## src/rtl/alu_pipe.sv

```systemverilog
// Pipelined CGRA ALU function cell with an elastic valid/ready handshake,
// a configurable number of delay stages and an optional MAC accumulator.
module alu_pipe #(
  parameter int size        = 32,
  parameter int PIPE_STAGES = 2,
  parameter int ACC_EN      = 1
) (
  input  logic            clk,
  input  logic            reset,
  input  logic [4:0]      config_sig,
  input  logic [size-1:0] in0,
  input  logic [size-1:0] in1,
  input  logic            in_valid,
  output logic            in_ready,
  output logic [size-1:0] out0,
  output logic            out_valid,
  input  logic            out_ready
);

  localparam int SH_W = $clog2(size);

  // Handshake: a beat is taken when in_valid && in_ready, a result leaves when
  // out_valid && out_ready. in_ready drops only while the last stage holds an
  // unconsumed result, and then the whole pipe freezes (no bubble collapsing).
  logic stall;
  logic accept;

  logic [PIPE_STAGES-1:0] vld;
  logic [size-1:0]        dat [PIPE_STAGES];

  logic [size-1:0] acc_q;
  logic [size-1:0] acc_next;
  logic            acc_we;
  logic [size-1:0] result;
  logic [size-1:0] prod;
  logic [size-1:0] mac_sum;
  logic [SH_W-1:0] sh;
  logic            lt_s;

  assign out_valid = vld[PIPE_STAGES-1];
  assign out0      = dat[PIPE_STAGES-1];
  assign stall     = out_valid && !out_ready;
  assign in_ready  = !stall;
  assign accept    = in_valid && in_ready;

  assign sh      = in1[SH_W-1:0];
  assign prod    = in0 * in1;
  assign mac_sum = acc_q + prod;
  assign lt_s    = $signed(in0) < $signed(in1);

  always_comb begin
    result   = '0;
    acc_next = acc_q;
    acc_we   = 1'b0;
    case (config_sig)
      5'd0:  result = in0 + in1;
      5'd1:  result = in0 - in1;
      5'd2:  result = prod;
      5'd3:  result = in0 & in1;
      5'd4:  result = in0 | in1;
      5'd5:  result = in0 ^ in1;
      5'd6:  result = in0 << sh;
      5'd7:  result = in0 >> sh;
      5'd8:  result = in0;
      5'd9:  result = in1;
      5'd10: result = {{(size-1){1'b0}}, lt_s};
      5'd11: result = $signed(in0) >>> sh;
      5'd12: begin
        // The accumulator lives in stage 1, so the next beat already sees it.
        if (ACC_EN != 0) begin
          result   = mac_sum;
          acc_next = mac_sum;
          acc_we   = 1'b1;
        end
      end
      5'd13: begin
        if (ACC_EN != 0) begin
          result   = in0;
          acc_next = in0;
          acc_we   = 1'b1;
        end
      end
      5'd14: result = lt_s ? in0 : in1;
      5'd15: result = lt_s ? in1 : in0;
      default: result = '0;
    endcase
  end

  always_ff @(posedge clk or posedge reset) begin
    if (reset) begin
      vld <= '0;
      for (int i = 0; i < PIPE_STAGES; i++) dat[i] <= '0;
    end else if (!stall) begin
      vld[0] <= accept;
      if (accept) dat[0] <= result;
      for (int i = 1; i < PIPE_STAGES; i++) begin
        vld[i] <= vld[i-1];
        dat[i] <= dat[i-1];
      end
    end
  end

  generate
    if (ACC_EN != 0) begin : g_acc
      always_ff @(posedge clk or posedge reset) begin
        if (reset) acc_q <= '0;
        else if (accept && acc_we) acc_q <= acc_next;
      end
    end else begin : g_no_acc
      assign acc_q = '0;
    end
  endgenerate

endmodule

```

## config.mk

```make
export PLATFORM = sky130hd
export DESIGN_NAME = alu_pipe
export DESIGN_NICKNAME = d
export VERILOG_FILES = /design/src/rtl/alu_pipe.sv
export SDC_FILE = /design/constraint.sdc
export NUM_CORES = 2
export LEC_CHECK = 0
export CORE_MARGIN = 8
export CORE_UTILIZATION = 50
export DETAILED_ROUTE_END_ITERATION = 7
export PLACE_DENSITY_LB_ADDON = 0.3
export SYNTH_ARGS = -nofsm -noshare
export SYNTH_HDL_FRONTEND = slang
export SYNTH_SLANG_ARGS = --single-unit
```

## constraint.sdc

```tcl
create_clock -name clk -period 3.7 [get_ports clk]
set_input_delay 0.37 -clock clk [delete_from_list [all_inputs] [get_ports clk]]
set_output_delay 0.37 -clock clk [all_outputs]
set_load 0.01 [all_outputs]
```

Word-level counts from Yosys, hierarchy flattened
Cells that the tools add are included.
{ "totals": {"elab_cells": 47, "inputBits": 73, "out_inout_bits": 34, "ff_bits": 98} }
{ "classes": {"shift": 3, "muxes": 5, "bitwise": 4, "reduce_logical": 11, "n_addsub": 3, "n_mul": 1, "n_lt_le_gt_ge": 1, "eq_ne": 15} }
{ "op_table": {"columns": ["cell", "n"], "rows": [
  ["32-bit one-hot mux with 15 select lines", 1],
  ["32-bit adder", 2],
  ["32-bit two-way mux", 2],
  ["32-bit one-hot mux with 2 select lines", 1],
  ["5-bit by 4-bit == test with 1-bit output, second input constant", 8],
  ["32-bit AND", 1],
  ["32-bit < comparator", 1],
  ["32-bit by 32-bit multiplier with 32-bit output", 1],
  ["32-bit OR", 1],
  ["32-bit by 5-bit left shift with 32-bit output", 1],
  ["32-bit by 5-bit >> shifter with 32-bit output", 1],
  ["32-bit by 5-bit >>> shifter with 32-bit output", 1],
  ["32-bit subtractor", 1],
  ["32-bit XOR", 1],
  ["5-bit by 3-bit == test with 1-bit output, second input constant", 4],
  ["5-bit by 2-bit == test with 1-bit output, second input constant", 2],
  ["5-bit by 1-bit == test with 1-bit output, second input constant", 1],
  ["5-bit logical NOT", 1],
  ["2-bit AND reduction", 2],
  ["2-bit OR reduction", 2],
  ["1-bit logical AND", 3],
  ["1-bit logical NOT", 2],
  ["2-bit nonzero test", 1],
  ["1-bit two-way mux", 1],
  ["1-bit NOT", 1]
]} }

Depth between registers and ports, before layout
{ "depth": {"depth_word": 6, "ltp_mapped": 40, "mapped_depth_nobuf": 37} }

Worst setup path before layout
OpenSTA, ideal clock, no wires.
{ "synth_timing": {"path_kind": "input to register", "from": "in in1[2]", "to": "reg dat[58] in the netlist's numbering", "cell_stages": 36, "setup_time_ps": 131, "setup_slack_ps": -6040, "path_buffers": 5, "arrival_ps": 9608, "required_ps": 3569, "path_cell_list": "clkbuf_1 > inv_1 > clkbuf_1 > clkbuf_1 > clkbuf_1 > buf_1 > nor2_1 > fa_1 > inv_1 > fa_1 > fa_1 > fa_1 > inv_1 > fa_1 > inv_1 > fa_1 > inv_1 > fa_1 > fa_1 > ha_1 > a21oi_1 > nand2_1 > a211oi_1 > a211oi_2 > a21o_1 > a21oi_1 > xnor2_1 > ha_1 > and2_1 > a221o_1 > a31oi_1 > o21ai_1 > xor2_1 > a221o_1 > a221oi_1 > a31oi_1"} }
{ "synth_via": {"elab_chain_cells": 3, "word_cells_on_any_way": 11, "cone_classes": "add/sub: 3; mul: 1; order compare: 1; shift: 3; mux: 3"} }
{ "synth_lines": {"columns": ["item", "line_no", "rtl"], "rows": [
  ["from (decl)", "12", "input logic [size-1:0] in1,"],
  ["32-bit by 32-bit multiplier with 32-bit output or 32-bit < comparator (tied branches)", "47, 49", null],
  ["32-bit adder, or another cell as far along", "48", "assign mac_sum = acc_q + prod;"],
  ["32-bit one-hot mux with 15 select lines *", "55", "case (config_sig)"],
  ["to (signal, indexed assignment)", "98", "dat[i] <= dat[i-1];"],
  ["to (decl)", "29", "logic [size-1:0] dat [PIPE_STAGES];"]
]} }
Mark *: on every way between the ends. The rest lies on a longest branch, timed or not.
A chain may end at the register's enable or synchronous reset.

Worst setup path in the final report
{ "layout_timing": {"from": "in in0[11]", "to": "reg dat[62] in the netlist's numbering"} }
{ "layout_via": {"elab_chain_cells": 3, "word_cells_on_any_way": 11, "cone_classes": "add/sub: 3; mul: 1; order compare: 1; shift: 3; mux: 3"} }
{ "layout_lines": {"columns": ["item", "line_no", "rtl"], "rows": [
  ["from (decl)", "11", "input logic [size-1:0] in0,"],
  ["32-bit by 32-bit multiplier with 32-bit output or 32-bit < comparator (tied branches)", "47, 49", null],
  ["32-bit adder, or another cell as far along", "48", null],
  ["32-bit one-hot mux with 15 select lines *", "55", null]
]} }
Marks and branches as above.

==> key figures <==
Outcome
  • Outcome: finished with violations
  • Failing checks: design-rule violations, negative setup slack

CTS
  • # hold bufs at CTS: 0
  • CTS Buffer Depth: 2
  • Clock latency on the worst-skew pair: approximately 0.38 ns
  • CTS sink cnt: between 90 and 100
  • Htree depth: 3
  • Clk slew on worst S/H paths: about 0.080 ns
  • Num CTS Buffers: 9
  • Clk root buf: clkbuf_16
  • CTS tree: yes

Timing
  • Final WS setup: -4.86 ns
  • Slew headroom: 0.156
  • Final setup viols: 60
  • Final slew viol count: 0
  • Final Hold Fails: 0
  • RSZ-0062 raised after global routing: true
  • Fmax: 117 MHz
  • Minimum clock period: between 8 and 9 ns
  • Clock Skew: 0.0168 ns
  • Setup tns final: -199.65 ns
  • Worst slew pin tran: ~1.3 ns
  • Period utilization: 2.31

Floorplanning
  • CORE AREA: 60000 um2
  • Die area: slightly below 70000 um2
  • Initial Util: 0.502
  • Placement row count: 90
  • Die H: ~260 um
  • Die W: about 260 um
  • Top Ports: ~110

Route
  • Total wire length: about 150000 um
  • DRT iter0 DRCs: about 4000
  • Via count: about 34000
  • Via density: 6.23
  • Drt pass-1 iters: 8
  • Final ANT Viol Nets: 0
  • Wirelength per Cell: 27.6 um
  • DRC violations left: 10

Logic synthesis
  • Register bit count reported by yosys: between 90 and 100
  • Commonest cells post-synth: 522 x nand2_1, 500 x nor2_1, 492 x inv_1
  • Number of library cell types mapped by synthesis: 94
  • Seq/Total Area, Yosys: 0.0814
  • Share of the synthesized area in the top cell type: 0.273
  • Count leader, synth: nand2_1
  • Post-synth ARST share: 1.00
  • Largest cells by area after synthesis: fa_1 27%, ha_1 10%, dfrtp_1 8.1%
  • Post-synth EDFFs: 0
  • Syn Nets: 4558
  • Top FF cell, synth: dfrtp_1
  • Avg Cell Area, Syn: slightly below 8 um2
  • Leading area contributor after synthesis: fa_1
  • Post-synthesis cell area: approximately 30000 um2
  • Syn. warnings: 0
  • Cell count after synthesis: about 3800

Setup path
  • Crit-path most repeated cell: fa_1
  • Slowest cell delay on critical path: around 0.55 ns
  • Arr. time, crit path: about 8.8 ns
  • Endpoint class of the critical path: flop
  • CP Launch Type: input pin
  • Worst Path Required: between 3 and 4 ns
  • Worst-path fanout max: 5
  • Crit-path slowest cell: fa_1
  • Critical path class: input pin to flop

Cells and area
  • Fill cells: 4702
  • Finished Cell Area: between 40000 and 50000 um2
  • Area grow syn2layout: 40.4%
  • NumNets Final: between 5000 and 6000
  • Post-Layout Cell Count: 5400
  • Share of post-route cells with drive strength above 1: 0.328

Hold path
  • Worst Hold Class: input pin to asynchronous set/reset pin

Place
  • Port Buf Inserts: between 100 and 150
  • RD Place Congestion: approximately 1.0
  • Detailed Place HPWL: ~120000 um
  • Placed Cells incl. Taps: between 5000 and 6000
  • Cell Area, Placed: about 38000 um2
  • Post-Place Worst Slack: -5.90 ns

Global routing
  • Initial antenna violation count: 5
  • First-pass GRT wire length: roughly 220000 um
  • Total grt overflow: 0
  • Vias in the first global route: about 34000
  • Largest net degree at the start of global routing: 66
  • GRT Total Usage: 0.427

Flow run
  • Max-Cap Viols: 0
registers in the layout (all words and copies together) (netlist names):
name / cells
acc_q: 32
dat: 32
out0: 32
vld: 2
final timing paths:
check,from,end,slack [ns],cells after the start
worst min-delay path,reset,out0[3],0.37,2
worst max register to register,acc_q[0],dat[58],0.13,14
max in group asynchronous,reset,acc_q[29],2.57,3
worst min register to register,out0[27],out0[27],0.47,2
min in group clk,out0[27],out0[27],0.47,2
worst max-delay path,in0[11],dat[62],-4.86,38
per-stage QoR:
step                hold slack, ns   util
floorplan                    0.435      -
global placement             0.448  0.635
detailed placement           0.455  0.635
CTS                          0.380  0.684
global route                 0.432  0.705
finish                       0.367  0.705
logic make-up (layout without fill, tap and decap cells):
logic type,after synthesis,after routing,share of synthesized area
xor+xnor,132,132,0.0391
flops,98,98,0.0814
fa+ha+maj,663,663,0.378
compound gates,809,809,0.179
buf+inv,810,1603,0.106
other cells,0,3,0
simple gates,1206,1206,0.165
mux,104,104,0.0514
layer usage:
layer,vias to the layer above,global-route usage,routed length (um)
met5,-,0,45
met1,16400,0.546,55400
li1,14200,-,-
met3,677,0.0982,17100
met4,6,0.278,12900
met2,2371,0.646,63500
cells in the final DEF, fill, tap and decap left out, types with 74 or more instances in the layout:
cell     instances
ha_1           178
buf_4          841
nor2_1         440
buf_6           90
nand2_1        506
dfrtp_1         98
o21ai_0        116
a21oi_1        158
xnor2_1         74
fa_1           380
inv_1          445
critical path: cells and delay by family:
family / cells / cell delay [ns]
AO/OA/AOI/OAI: 10 / 1.83
XOR/XNOR: 1 / 0.28
adder cells (fa/ha/maj): 10 / 4.57
buffers and inverters: 13 / 1.44
AND/OR/NAND/NOR: 4 / 0.30
layout make-up:
cell class / count / area (um2) / area share
Inverter: 513 / 2040 / 0.0483
Multi-Input combinational cell: 2914 / 27400 / 0.647
Antenna cell: 3 / 7.51 / 0.000177
Timing Repair Buffer: 1074 / 9120 / 0.216
Clock inverter: 6 / 101 / 0.00240
Tap cell: 782 / 978 / 0.0231
Sequential cell: 98 / 2450 / 0.0580
Clock buffer: 10 / 229 / 0.00541
repair_timing:
| action | in CTS | in global routing |
|---|---|---|
| cloned | 0 | 1 |
| pin swaps | 183 | 161 |
| setup buffers | 83 | 41 |
| endpoints found under the hold margin | 0 | 0 |
| gates resized for setup | 498 | 215 |
| setup endpoints to repair | 62 | 61 |
Power is not shown: default switching activity piles up to over one toggle a cycle in this logic, so the estimate is an artifact.
